File: src/rtl/hid_shift_rx.sv
// hid_shift_rx: receives framed serial words on an asynchronous three-wire
// interface (shift clock, data, strobe) and queues complete frames in a small
// FIFO with a registered head word. Frame length errors and drops caused by a
// full FIFO are reported on sticky flags that clear_err resets.
module hid_shift_rx #(
    parameter int DATA_W     = 8,
    parameter int FIFO_DEPTH = 4
) (
    input  logic                            sys_clk,
    input  logic                            sys_rst_n,
    input  logic                            hid_clk,
    input  logic                            hid_dat,
    input  logic                            hid_str,
    output logic [DATA_W-1:0]               rd_data,
    output logic                            rd_valid,
    input  logic                            rd_ready,
    output logic [$clog2(FIFO_DEPTH):0]     fifo_count,
    output logic                            overflow,
    output logic                            frame_err,
    input  logic                            clear_err
);

    localparam int PTR_W = $clog2(FIFO_DEPTH);
    localparam int CNT_W = $clog2(DATA_W + 2);

    // Bit positions inside the packed synchronizer vectors.
    localparam int SIG_CLK = 0;
    localparam int SIG_DAT = 1;
    localparam int SIG_STR = 2;

    logic [2:0]              pins;
    logic [2:0]              sync1_reg;
    logic [2:0]              sync2_reg;
    logic [2:0]              hist_reg;
    logic [2:0]              rise;

    logic [DATA_W-1:0]       shreg_reg;
    logic [CNT_W-1:0]        bit_cnt_reg;

    logic [DATA_W-1:0]       mem [FIFO_DEPTH];
    logic [PTR_W-1:0]        wr_ptr_reg;
    logic [PTR_W-1:0]        rd_ptr_reg;
    logic [PTR_W-1:0]        rd_ptr_inc;
    logic [PTR_W:0]          count_reg;
    logic [PTR_W:0]          count_next;
    logic [DATA_W-1:0]       rd_data_reg;
    logic [DATA_W-1:0]       rd_data_next;
    logic                    overflow_reg;
    logic                    frame_err_reg;

    logic                    clk_rise;
    logic                    str_rise;
    logic                    frame_ok;
    logic                    full;
    logic                    pop;
    logic                    push;
    logic                    drop;
    logic                    bad_frame;

    assign pins = {hid_str, hid_dat, hid_clk};

    // Two-stage synchronizer plus one history stage per input pin.
    always_ff @(posedge sys_clk or negedge sys_rst_n) begin
        if (!sys_rst_n) begin
            sync1_reg <= '0;
            sync2_reg <= '0;
            hist_reg  <= '0;
        end else begin
            sync1_reg <= pins;
            sync2_reg <= sync1_reg;
            hist_reg  <= sync2_reg;
        end
    end

    // Rising edge: synced value high while the history value is still low.
    generate
        for (genvar gi = 0; gi < 3; gi++) begin : g_rise
            assign rise[gi] = sync2_reg[gi] & ~hist_reg[gi];
        end
    endgenerate

    assign clk_rise   = rise[SIG_CLK];
    assign str_rise   = rise[SIG_STR];
    assign frame_ok   = (bit_cnt_reg == CNT_W'(DATA_W));
    assign full       = (count_reg == (PTR_W+1)'(FIFO_DEPTH));
    assign pop        = rd_valid && rd_ready;
    assign push       = str_rise && frame_ok && (!full || pop);
    assign drop       = str_rise && frame_ok && full && !pop;
    assign bad_frame  = str_rise && !frame_ok;
    assign rd_ptr_inc = rd_ptr_reg + 1'b1;

    // Shift register and bit counter; a strobe in the same cycle as a shift
    // edge wins, so the shift is discarded and the count restarts.
    always_ff @(posedge sys_clk or negedge sys_rst_n) begin
        if (!sys_rst_n) begin
            shreg_reg   <= '0;
            bit_cnt_reg <= '0;
        end else if (str_rise) begin
            bit_cnt_reg <= '0;
        end else if (clk_rise) begin
            shreg_reg <= {shreg_reg[DATA_W-2:0], sync2_reg[SIG_DAT]};
            if (bit_cnt_reg != CNT_W'(DATA_W + 1)) begin
                bit_cnt_reg <= bit_cnt_reg + 1'b1;
            end
        end
    end

    // FIFO storage write port; contents need no reset because occupancy
    // tracking decides what is visible.
    always_ff @(posedge sys_clk) begin
        if (push) begin
            mem[wr_ptr_reg] <= shreg_reg;
        end
    end

    // Next occupancy and next head word. The head is kept in a register so
    // rd_data is valid exactly when rd_valid is high.
    always_comb begin
        count_next   = count_reg;
        rd_data_next = rd_data_reg;
        if (push && !pop) begin
            count_next = count_reg + 1'b1;
        end else if (pop && !push) begin
            count_next = count_reg - 1'b1;
        end
        if (pop) begin
            if (count_reg == (PTR_W+1)'(1)) begin
                if (push) begin
                    rd_data_next = shreg_reg;
                end
            end else begin
                rd_data_next = mem[rd_ptr_inc];
            end
        end else if (count_reg == '0 && push) begin
            rd_data_next = shreg_reg;
        end
    end

    // FIFO pointers, occupancy and registered head word.
    always_ff @(posedge sys_clk or negedge sys_rst_n) begin
        if (!sys_rst_n) begin
            wr_ptr_reg  <= '0;
            rd_ptr_reg  <= '0;
            count_reg   <= '0;
            rd_data_reg <= '0;
        end else begin
            if (push) begin
                wr_ptr_reg <= wr_ptr_reg + 1'b1;
            end
            if (pop) begin
                rd_ptr_reg <= rd_ptr_inc;
            end
            count_reg   <= count_next;
            rd_data_reg <= rd_data_next;
        end
    end

    // Sticky error flags; a new error in the clearing cycle keeps the flag set.
    always_ff @(posedge sys_clk or negedge sys_rst_n) begin
        if (!sys_rst_n) begin
            overflow_reg  <= 1'b0;
            frame_err_reg <= 1'b0;
        end else begin
            if (drop) begin
                overflow_reg <= 1'b1;
            end else if (clear_err) begin
                overflow_reg <= 1'b0;
            end
            if (bad_frame) begin
                frame_err_reg <= 1'b1;
            end else if (clear_err) begin
                frame_err_reg <= 1'b0;
            end
        end
    end

    assign rd_data    = rd_data_reg;
    assign rd_valid   = (count_reg != '0);
    assign fifo_count = count_reg;
    assign overflow   = overflow_reg;
    assign frame_err  = frame_err_reg;

endmodule

File: config.mk
export PLATFORM = sky130hd
export DESIGN_NAME = hid_shift_rx
export DESIGN_NICKNAME = d
export VERILOG_FILES = /design/src/rtl/hid_shift_rx.sv
export SDC_FILE = /design/constraint.sdc
export NUM_CORES = 1
export LEC_CHECK = 0
export ABC_AREA = 1
export CORE_ASPECT_RATIO = 0.6
export CORE_MARGIN = 1
export CORE_UTILIZATION = 40
export DETAILED_ROUTE_END_ITERATION = 8
export PLACE_DENSITY_LB_ADDON = 0.12
export SLEW_MARGIN = 10
export SYNTH_ARGS = -nofsm -noshare
export SYNTH_HDL_FRONTEND = slang
export SYNTH_SLANG_ARGS = --single-unit
File: constraint.sdc
create_clock -name sys_clk -period 2 [get_ports sys_clk]
set_input_delay 0.4 -clock sys_clk [delete_from_list [all_inputs] [get_ports sys_clk]]
set_output_delay 0.4 -clock sys_clk [all_outputs]
set_load 0.01 [all_outputs]
==> results of run 1 <==
-- per-layer routing --
metal	GRT usage	vias up	wire length (um)
li1	-	1032	-
met1	0.253	898	3230
met2	0.205	38	2040
met3	0.0524	9	238
met4	0.0563	0	65
met5	0	-	0
-- worst paths after layout --
path / start / endpoint / cells after the start
max: bit_cnt_reg[0] / mem[2][7] / 9
min: sys_rst_n / rd_data[4] / 2
max reg2reg: bit_cnt_reg[0] / mem[2][7] / 9
min reg2reg: sync1_reg[2] / sync2_reg[2] / 0
max in group asynchronous: sys_rst_n / shreg_reg[1] / 2
min in group sys_clk: sync1_reg[2] / sync2_reg[2] / 0
-- kinds of logic (layout without fill, tap and decap cells) --
family,Yosys count,count (layout)
mux,6,6
compound gates,17,17
fa+ha+maj,13,13
simple gates,153,153
flops,69,69
xor+xnor,5,5
buf+inv,32,84
-- Yosys cell counts (all sizes together) --
library cell,n,area share
a211oi,1,0.0025
a21oi,5,0.016
buf,2,0.0041
dfrtp,37,0.30
edfxtp,32,0.32
ha,13,0.053
inv,30,0.037
mux2,6,0.022
nand2,130,0.17
nand3,8,0.015
nand4,1,0.0021
nor2,13,0.019
nor3,1,0.0016
o21ai,9,0.015
o21bai,1,0.0025
o22ai,1,0.0021
xnor2,1,0.0029
xor2,4,0.012
-- layout make-up --
cell class	count	area, um^2	share of cell area
flip-flops and latches	69	1890	0.492
well taps	104	130	0.0339
clock inverters	7	88.8	0.0232
clock buffers	9	225	0.0587
multi-input cells	194	1050	0.274
repair buffers	38	342	0.0891
inverters	30	113	0.0294
-- repair_timing --
action                     in CTS  in global routing
setup endpoints to repair       1                  9
pin swaps                       0                  2
resized for setup               1                  9
setup buffers                   0                  2
-- power by group through the flow --
stage | registers, W | clock network (W) | logic [W]
floorplan | 0.00201 | 0 | 0.000990
global placement | 0.00206 | 0 | 0.00158
detailed placement | 0.00206 | 0 | 0.00160
CTS | 0.00203 | 0.00170 | 0.00160
global route | 0.00208 | 0.00175 | 0.00187
finish | 0.00203 | 0.00165 | 0.00164
-- through the flow --
stage                      util  area, um^2
after floorplan               -        3040
after CTS                 0.521        3800
final                     0.526        3830
after global routing      0.526        3830
after detailed placement  0.478        3490
after global placement    0.478        3490
==> results by group, run 1 <==
Outcome
  – Status: finished, final reports clean

Logic synthesis
  – Compound-Gate Fraction of Synth Area: 0.0374
  – Adder-cell share of the synthesized area: 0.0535
  – Post-synthesis simple-gate area fraction: 0.211
  – Register area share after synthesis: 0.620
  – Ys Warns: 0
  – Cell Area, Synth: 0.00304 mm^2
  – XOR/XNOR Fraction of Synth Area: 0.0144
  – Mux contribution to synthesized area: 0.0222
  – Avg Cell Area, Syn: 10.3 um^2
  – Syn nets: 315
  – Synthesized flop and latch total: 69
  – Library cells used by synthesis: 27
  – Main combinational cell family by area after synthesis: simple AND/OR/NAND/NOR gates
  – Cell count after synthesis: 295

Timing
  – RSZ-0062 raised after global routing: no
  – Final Cycle Share: 0.918
  – Final setup viols: 0
  – Min Clock Period, post-route: 1.84 ns
  – Worst Skew: 0.00567 ns
  – Maximum clock rate: 544 MHz
  – Sum of negative setup slack: 0 ns
  – Worst slew pin tran: 0.481 ns
  – Final hold vios: 0
  – Hold WS: 0.117 ns
  – Pins over their slew limit: 0
  – Final worst slack: 0.163 ns
  – Max_slew headroom: 0.679

Final layout
  – Layout area overhead: 26.1%
  – Most frequent cells in the layout: nand2_1, dfrtp_1, edfxtp_1, inv_1, clkdlybuf4s50_1
  – Antenna diodes: 0
  – Commonest non-fill, non-tap cell in the layout: nand2_1
  – Filler Cell Count: 663
  – Share of cells above drive strength 1: 0.179
  – Max FFs per register: 32
  – Layout Nets: 362
  – Fin cells: 451

Power
  – Leakage: 1.75 nW
  – Clk network pwr share: 0.310
  – Internal: 0.00358 W
  – Sequential Power Share: 0.382
  – PwrDens: 1390 mW/mm^2
  – Pwr Total: 0.00532 W
  – Combinational Power Share: 0.308
  – Max IR drop VDD: 491 uV
  – Sw Ratio: 0.327
  – Switching power: 0.00174 W

Setup path
  – CP max stage cell: dfrtp_1
  – Delay-heaviest family, CP: buffers and inverters
  – Worst Path Arrival: 1.87 ns
  – Largest fanout on the critical path: 8
  – Startpoint types: flip-flop
  – Critical path's most frequent cell: buf_4
  – R2R setup slack: 0.16 ns
  – Worst path cell trace: inv_2 > ha_1 > nand3_2 > nor2_4 > nand2_2 > buf_4 > buf_4 > nor2_1 > buf_4
  – Crit Path Class: flip-flop to flip-flop
  – WP buf/inv: 4
  – Critical Path Max Stage Delay: 0.41 ns
  – CP Data Required Time: 2.04 ns
  – Worst setup EP type: flip-flop

Drt
  – Via count: 1977
  – 1st-pass router iterations: 4
  – Drt drc: 0
  – Initial DRC Count: 132
  – Final Routed Wirelength: 5570 um
  – ANT nets after route: 0
  – DR vias/cell: 4.38
  – DR WL/cell: 12.3 um

GRT
  – GRT Residual Overflow: 0
  – Largest net degree at the start of global routing: 38
  – First-pass GRT wire length: 9600 um
  – Vias in the first global route: 1894
  – Total Routing Usage GR: 0.162
  – Antenna violations before repair: 0

Floorplan
  – Cell Rows: 24
  – I/O pin count: 21
  – Starting Density: 0.417
  – Die Y: 69.5 um
  – Placeable Area: 0.00730 mm^2
  – Die ar.: 0.00797 mm^2
  – Die X-Extent: 115 um

Worst hold path
  – Hold Path Class: input pin to asynchronous set/reset pin

Placed design
  – GP Congestion: 0.761
  – Post-DP HPWL: 3970 um
  – Pre-CTS setup slack: -0.103 ns
  – IO Port Bufs: 20
  – Dpl cells: 433

Clock network
  – Total clock sinks: 69
  – CTS root buf: clkbuf_16
  – Hold_buf cts: 0
  – Clock-pin slew on the worst setup and hold paths: 0.05 ns
  – Cts bufs inserted: 9
  – H-tree Lvls: 3
  – Worst skew pair latency: 0.33 ns
  – TritonCTS clock tree: built
  – Max Root-Sink Buffers: 2

Run
  – MaxCap Viol Count: 0
Power figures use the tool's default switching activity.
==> run 2: changes to the inputs <==
--- a/config.mk
+++ b/config.mk
@@ -10,7 +10,7 @@
 export CORE_MARGIN = 1
 export CORE_UTILIZATION = 40
 export DETAILED_ROUTE_END_ITERATION = 8
-export PLACE_DENSITY_LB_ADDON = 0.12
+export PLACE_DENSITY = 0.67
 export SLEW_MARGIN = 10
 export SYNTH_ARGS = -nofsm -noshare
 export SYNTH_HDL_FRONTEND = slang
==> constraint.sdc (replaced) <==
create_clock -name sys_clk -period 2.1 [get_ports sys_clk]
set_input_delay 0.42 -clock sys_clk [delete_from_list [all_inputs] [get_ports sys_clk]]
set_output_delay 0.42 -clock sys_clk [all_outputs]
set_load 0.01 [all_outputs]
==> run 2 against run 1 <==
Die area did not move. Register-to-register slack barely moved. Via count fell by 1.2%. First-iteration DRC count fell by 45%. Flip-flop and latch count did not move.
==> results by group, run 2 (synthesis gave the netlist of run 1 again) <==
Power
  – Leakage: 1.70 nW
  – Internal: 0.00325 W
  – Sw Ratio: 0.331
  – Combinational Power Share: 0.293
  – Pwr Total: 0.00487 W
  – Switching power: 0.00161 W
  – PwrDens: 1300 mW/mm^2
  – Max IR drop VDD: 443 uV
  – Sequential Power Share: 0.406
  – Clk network pwr share: 0.301

Timing
  – Final hold vios: 0
  – Hold WS: 0.197 ns
  – Maximum clock rate: 517 MHz
  – Final setup viols: 0
  – Worst slew pin tran: 0.848 ns
  – Final Cycle Share: 0.921
  – Max_slew headroom: 0.435
  – RSZ-0062 raised after global routing: no
  – Pins over their slew limit: 0
  – Worst Skew: 0.00545 ns
  – Min Clock Period, post-route: 1.93 ns

Final layout
  – Share of cells above drive strength 1: 0.144
  – Max FFs per register: 32
  – Final design instance area without fill: 0.00373 mm^2
  – Commonest non-fill, non-tap cell in the layout: nand2_1
  – Antenna diodes: 0
  – Layout Utilization: 0.511
  – Most frequent cells in the layout: nand2_1, dfrtp_1, edfxtp_1, inv_1, clkdlybuf4s50_1
  – Layout area overhead: 22.6%
  – Filler Cell Count: 668
  – Layout Nets: 355

Floorplan
  – Cell Rows: 24
  – Starting Density: 0.417
  – I/O pin count: 21
  – Die X-Extent: 115 um
  – Die Y: 69.5 um
  – Placeable Area: 0.00730 mm^2
  – Die ar.: 0.00797 mm^2

Setup path
  – Startpoint types: flip-flop
  – WP buf/inv: 3
  – Delay-heaviest family, CP: simple AND/OR/NAND/NOR gates
  – Critical Path Max Stage Delay: 0.41 ns
  – Worst path cell trace: inv_2 > ha_2 > nand2_4 > nand2_8 > nand3_1 > nand2_2 > inv_2 > ha_1 > nor2_1 > nor2_1 > o21ai_0 > xor2_1 > inv_1
  – Crit Path Class: flip-flop to flip-flop
  – Worst setup EP type: flip-flop
  – Worst Path Arrival: 2.15 ns
  – Largest fanout on the critical path: 5
  – CP Data Required Time: 2.32 ns
  – CP max stage cell: dfrtp_1

Drt
  – Via count: 1953
  – DR WL/cell: 12.7 um
  – Drt drc: 0
  – ANT nets after route: 0
  – Final Routed Wirelength: 5630 um
  – DR vias/cell: 4.40
  – Initial DRC Count: 72
  – 1st-pass router iterations: 4

Clock network
  – Post-CTS Setup Bufs: 0
  – Clock-pin slew on the worst setup and hold paths: 0.05 ns
  – CTS root buf: clkbuf_16
  – Hold_buf cts: 0
  – Max Root-Sink Buffers: 2
  – TritonCTS clock tree: built
  – Worst skew pair latency: 0.33 ns
  – Total clock sinks: 69
  – Cts bufs inserted: 9
  – H-tree Lvls: 3

Outcome
  – Status: finished, final reports clean

GRT
  – Total Routing Usage GR: 0.158
  – Largest net degree at the start of global routing: 38
  – Vias in the first global route: 1849
  – Antenna violations before repair: 0
  – First-pass GRT wire length: 9230 um
  – GRT Residual Overflow: 0

Placed design
  – Placed Instance Area: 0.00344 mm^2
  – GP Congestion: 0.799
  – Post-DP HPWL: 3910 um
  – IO Port Bufs: 20

Run
  – MaxCap Viol Count: 0

Worst hold path
  – Hold Path Class: input pin to asynchronous set/reset pin
[run 2: cell count changes in the layout (fill, tap and decap cells not counted), moves of 2 or more]
cell / previous run / this run
buf_4: 17 / 11
clkbuf_1: 0 / 4
inv_1: 23 / 26
inv_2: 7 / 4
clkinv_1: 2 / 0
[run 2: repair_timing]
| item | CTS | global route |
|---|---|---|
| gates cloned | 0 | 0 |
| hold endpoints to repair | 0 | 0 |
| setup endpoints to repair | 1 | 9 |
| resized for setup | 1 | 3 |
[run 2: final timing paths]
| path | from | to | slack, ns | cells after the start |
|---|---|---|---|---|
| setup / recovery | fifo_count[1] | fifo_count[2] | 0.17 | 13 |
| hold reg to reg | sync1_reg[1] | sync2_reg[1] | 0.35 | 0 |
| setup reg to reg | fifo_count[1] | fifo_count[2] | 0.17 | 13 |
| max in group asynchronous | sys_rst_n | shreg_reg[0] | 1.36 | 1 |
| min in group sys_clk | sync1_reg[1] | sync2_reg[1] | 0.35 | 0 |
| hold / removal | sys_rst_n | fifo_count[2] | 0.20 | 1 |
[run 2: layout make-up]
| type | count | area [um^2] | area share |
|---|---|---|---|
| Sequential cell | 69 | 1890 | 0.506 |
| Clock inverter | 2 | 35.0 | 0.00939 |
| Inverter | 30 | 113 | 0.0302 |
| Tap cell | 104 | 130 | 0.0349 |
| Clock buffer | 14 | 254 | 0.0681 |
| Multi-Input combinational cell | 194 | 1030 | 0.277 |
| Timing Repair Buffer | 31 | 277 | 0.0741 |
[run 2: per-stage QoR]
stage	instances	setup TNS (ns)	setup WS, ns
floorplan	295	0	0.106
global placement	428	0	0.0365
detailed placement	428	-0.112	-0.0315
CTS	444	0	0.0880
global route	444	0	0.0173
finish	444	0	0.167
[run 2: power by group through the flow]
stage / Clock, W / Combinational [W] / Sequential [W]
after floorplan: 0 / 0.000943 / 0.00191
after global placement: 0 / 0.00139 / 0.00197
after detailed placement: 0 / 0.00142 / 0.00199
after CTS: 0.00151 / 0.00143 / 0.00197
after global routing: 0.00156 / 0.00161 / 0.00200
final: 0.00147 / 0.00143 / 0.00197
[run 2: layer usage]
layer | track usage | routed length (um)
met5 | 0 | 0
met4 | 0.0606 | 64
met3 | 0.0577 | 294
met2 | 0.203 | 2180
met1 | 0.239 | 3090
==> run 3: changes to the inputs <==
--- a/config.mk
+++ b/config.mk
@@ -6,12 +6,13 @@
 export NUM_CORES = 1
 export LEC_CHECK = 0
 export ABC_AREA = 1
-export CORE_ASPECT_RATIO = 0.6
+export CAP_MARGIN = 10
+export CORE_ASPECT_RATIO = 1.5
 export CORE_MARGIN = 1
 export CORE_UTILIZATION = 40
 export DETAILED_ROUTE_END_ITERATION = 8
 export PLACE_DENSITY = 0.67
-export SLEW_MARGIN = 10
+export SLEW_MARGIN = 20
 export SYNTH_ARGS = -nofsm -noshare
 export SYNTH_HDL_FRONTEND = slang
 export SYNTH_SLANG_ARGS = --single-unit
==> run 3 against run 2 <==
Routed wire length fell by 4.8%. Design area fell by 1.2%. Register-to-register slack improved by 0.09 ns. Clock skew rose by 0.0048 ns. Setup slack improved by 0.092 ns. Count of clock-buffer cells in the layout fell by 5. Via count rose by 1.2%. First-iteration DRC count rose by 46%. Maximum frequency rose by 5.0%. Total power fell by 3.5%. Die area barely moved. Core utilization fell by 0.46 points. Critical endpoint unchanged. Largest cell class unchanged.
==> results by group, run 3 (synthesis gave the netlist of run 1 again) <==
GRT
  – First-pass GRT wire length: 9360 um
  – Antenna violations before repair: 0
  – Largest net degree at the start of global routing: 38
  – Vias in the first global route: 2071
  – GRT Residual Overflow: 0
  – Total Routing Usage GR: 0.162

Clock network
  – Clock-pin slew on the worst setup and hold paths: 0.08 ns
  – H-tree Lvls: 3
  – CTS root buf: clkbuf_8
  – TritonCTS clock tree: built
  – Total clock sinks: 69
  – Worst skew pair latency: 0.34 ns
  – Cts bufs inserted: 9
  – Max Root-Sink Buffers: 2

Timing
  – Final Cycle Share: 0.877
  – Maximum clock rate: 543 MHz
  – Min Clock Period, post-route: 1.84 ns
  – Worst slew pin tran: 0.815 ns
  – Final setup viols: 0
  – Max_slew headroom: 0.457
  – Final hold vios: 0
  – Worst Skew: 0.0103 ns
  – Pins over their slew limit: 0

Floorplan
  – Die X-Extent: 73.2 um
  – Die ar.: 0.00796 mm^2
  – I/O pin count: 21
  – Cell Rows: 38
  – Die Y: 109 um
  – Starting Density: 0.418
  – Placeable Area: 0.00727 mm^2

Drt
  – DR vias/cell: 4.49
  – Initial DRC Count: 105
  – ANT nets after route: 0
  – Final Routed Wirelength: 5360 um
  – Drt drc: 0
  – Via count: 1976
  – DR WL/cell: 12.2 um
  – 1st-pass router iterations: 4

Setup path
  – Crit path launch: fifo_count[1]
  – Reg-to-Reg End: fifo_count[2]
  – Worst setup EP type: flip-flop
  – R2R setup slack: 0.26 ns
  – CP max stage cell: dfrtp_1
  – Startpoint types: flip-flop
  – Worst Setup EP: fifo_count[2]
  – Largest fanout on the critical path: 4
  – CP Data Required Time: 2.34 ns
  – Critical Path Max Stage Delay: 0.39 ns
  – Worst Reg-to-Reg Cells: 13
  – Worst Path Arrival: 2.08 ns
  – Crit Path Class: flip-flop to flip-flop
  – Worst path cell trace: inv_1 > ha_4 > nand2_4 > nand2_8 > nand3_1 > nand2_2 > inv_2 > ha_1 > nor2_1 > nor2_1 > o21ai_1 > xor2_1 > inv_1
  – R2r startpoint: fifo_count[1]

Outcome
  – Status: finished, final reports clean

Final layout
  – Layout area overhead: 21.1%
  – Commonest non-fill, non-tap cell in the layout: nand2_1
  – Antenna diodes: 0
  – Share of cells above drive strength 1: 0.147
  – Layout Utilization: 0.507
  – Layout Nets: 355
  – Max FFs per register: 32
  – Filler Cell Count: 663
  – Most frequent cells in the layout: nand2_1, dfrtp_1, edfxtp_1, inv_1, clkdlybuf4s50_1

Worst hold path
  – Hold Path Class: input pin to asynchronous set/reset pin

Power
  – PwrDens: 1270 mW/mm^2
  – Leakage: 1.68 nW
  – Pwr Total: 0.00470 W
  – Max IR drop VDD: 504 uV

Placed design
  – IO Port Bufs: 20
  – GP Congestion: 0.816
  – Post-DP HPWL: 3850 um

Run
  – MaxCap Viol Count: 0
## run 3: cell count changes in the layout (fill, tap and decap cells not counted), sizes merged
cell / before / now
bufinv: 1 / 3
clkbuf: 14 / 9
clkinv: 1 / 2
clkinvlp: 0 / 2
dlygate4sd2: 1 / 0
dlymetal6s2s: 0 / 1
## run 3: power breakdown
part           internal (W)  switching [W]  leakage (nW)  total, W
clock              0.000782       0.000496         0.113   0.00128
combinational      0.000639       0.000833         0.834   0.00147
sequential          0.00169       0.000257         0.735   0.00194
total               0.00311        0.00159          1.68   0.00470
## run 3: cell type report
| class | count | area (um^2) | area share |
|---|---|---|---|
| clock inverter | 7 | 114 | 0.0309 |
| clock buffer | 9 | 124 | 0.0336 |
| timing repair buffer | 31 | 280 | 0.0761 |
| tap | 100 | 125 | 0.0340 |
| sequential | 69 | 1890 | 0.512 |
| multi-input combinational | 194 | 1040 | 0.283 |
| inverter | 30 | 113 | 0.0306 |
## run 3: worst min-delay path by stage
stage / start / to / slack, ns
final: sys_rst_n / bit_cnt_reg[1] / 0.16
after global placement: sync1_reg[1] / sync2_reg[1] / 0.33
after global routing: sys_rst_n / wr_ptr_reg[0] / 0.23
after CTS: sys_rst_n / bit_cnt_reg[1] / 0.19
after floorplan: sys_rst_n / bit_cnt_reg[0] / 0.12
after detailed placement: sync1_reg[1] / sync2_reg[1] / 0.34
## run 3: layer usage
metal / vias up / wire (um) / GRT usage
li1: 1018 / - / -
met1: 933 / 2220 / 0.177
met2: 18 / 2940 / 0.284
met3: 7 / 121 / 0.0499
met4: 0 / 76 / 0.0686
met5: - / 0 / 0
## run 3: per-stage QoR
step                area [um^2]  setup TNS (ns)  hold WS (ns)  instances  setup slack, ns
floorplan                  3040               0         0.124        295            0.106
detailed placement         3420               0         0.336        423           0.0223
finish                     3680               0         0.165        440            0.259
global route               3680         -0.0111         0.232        440          -0.0111
CTS                        3670               0         0.187        440          0.00574
global placement           3420               0         0.333        423           0.0381
## run 3: repair_timing
action | CTS | global route
pin swaps | 0 | 0
resized for setup | 0 | 4
setup buffers | 1 | 0
hold buffers | 0 | 0
setup endpoints to repair | 1 | 2
## run 3: worst max-delay path, delay by kind of cell, from the launching register on
kind	cells	cell delay (ns)
buffers and inverters	3	0.23
AOI/OAI and AO/OA	1	0.08
xor gates and xnor gates	1	0.15
adders and majority gates	2	0.39
and+or+nand+nor	6	0.49
DFF	1	0.39
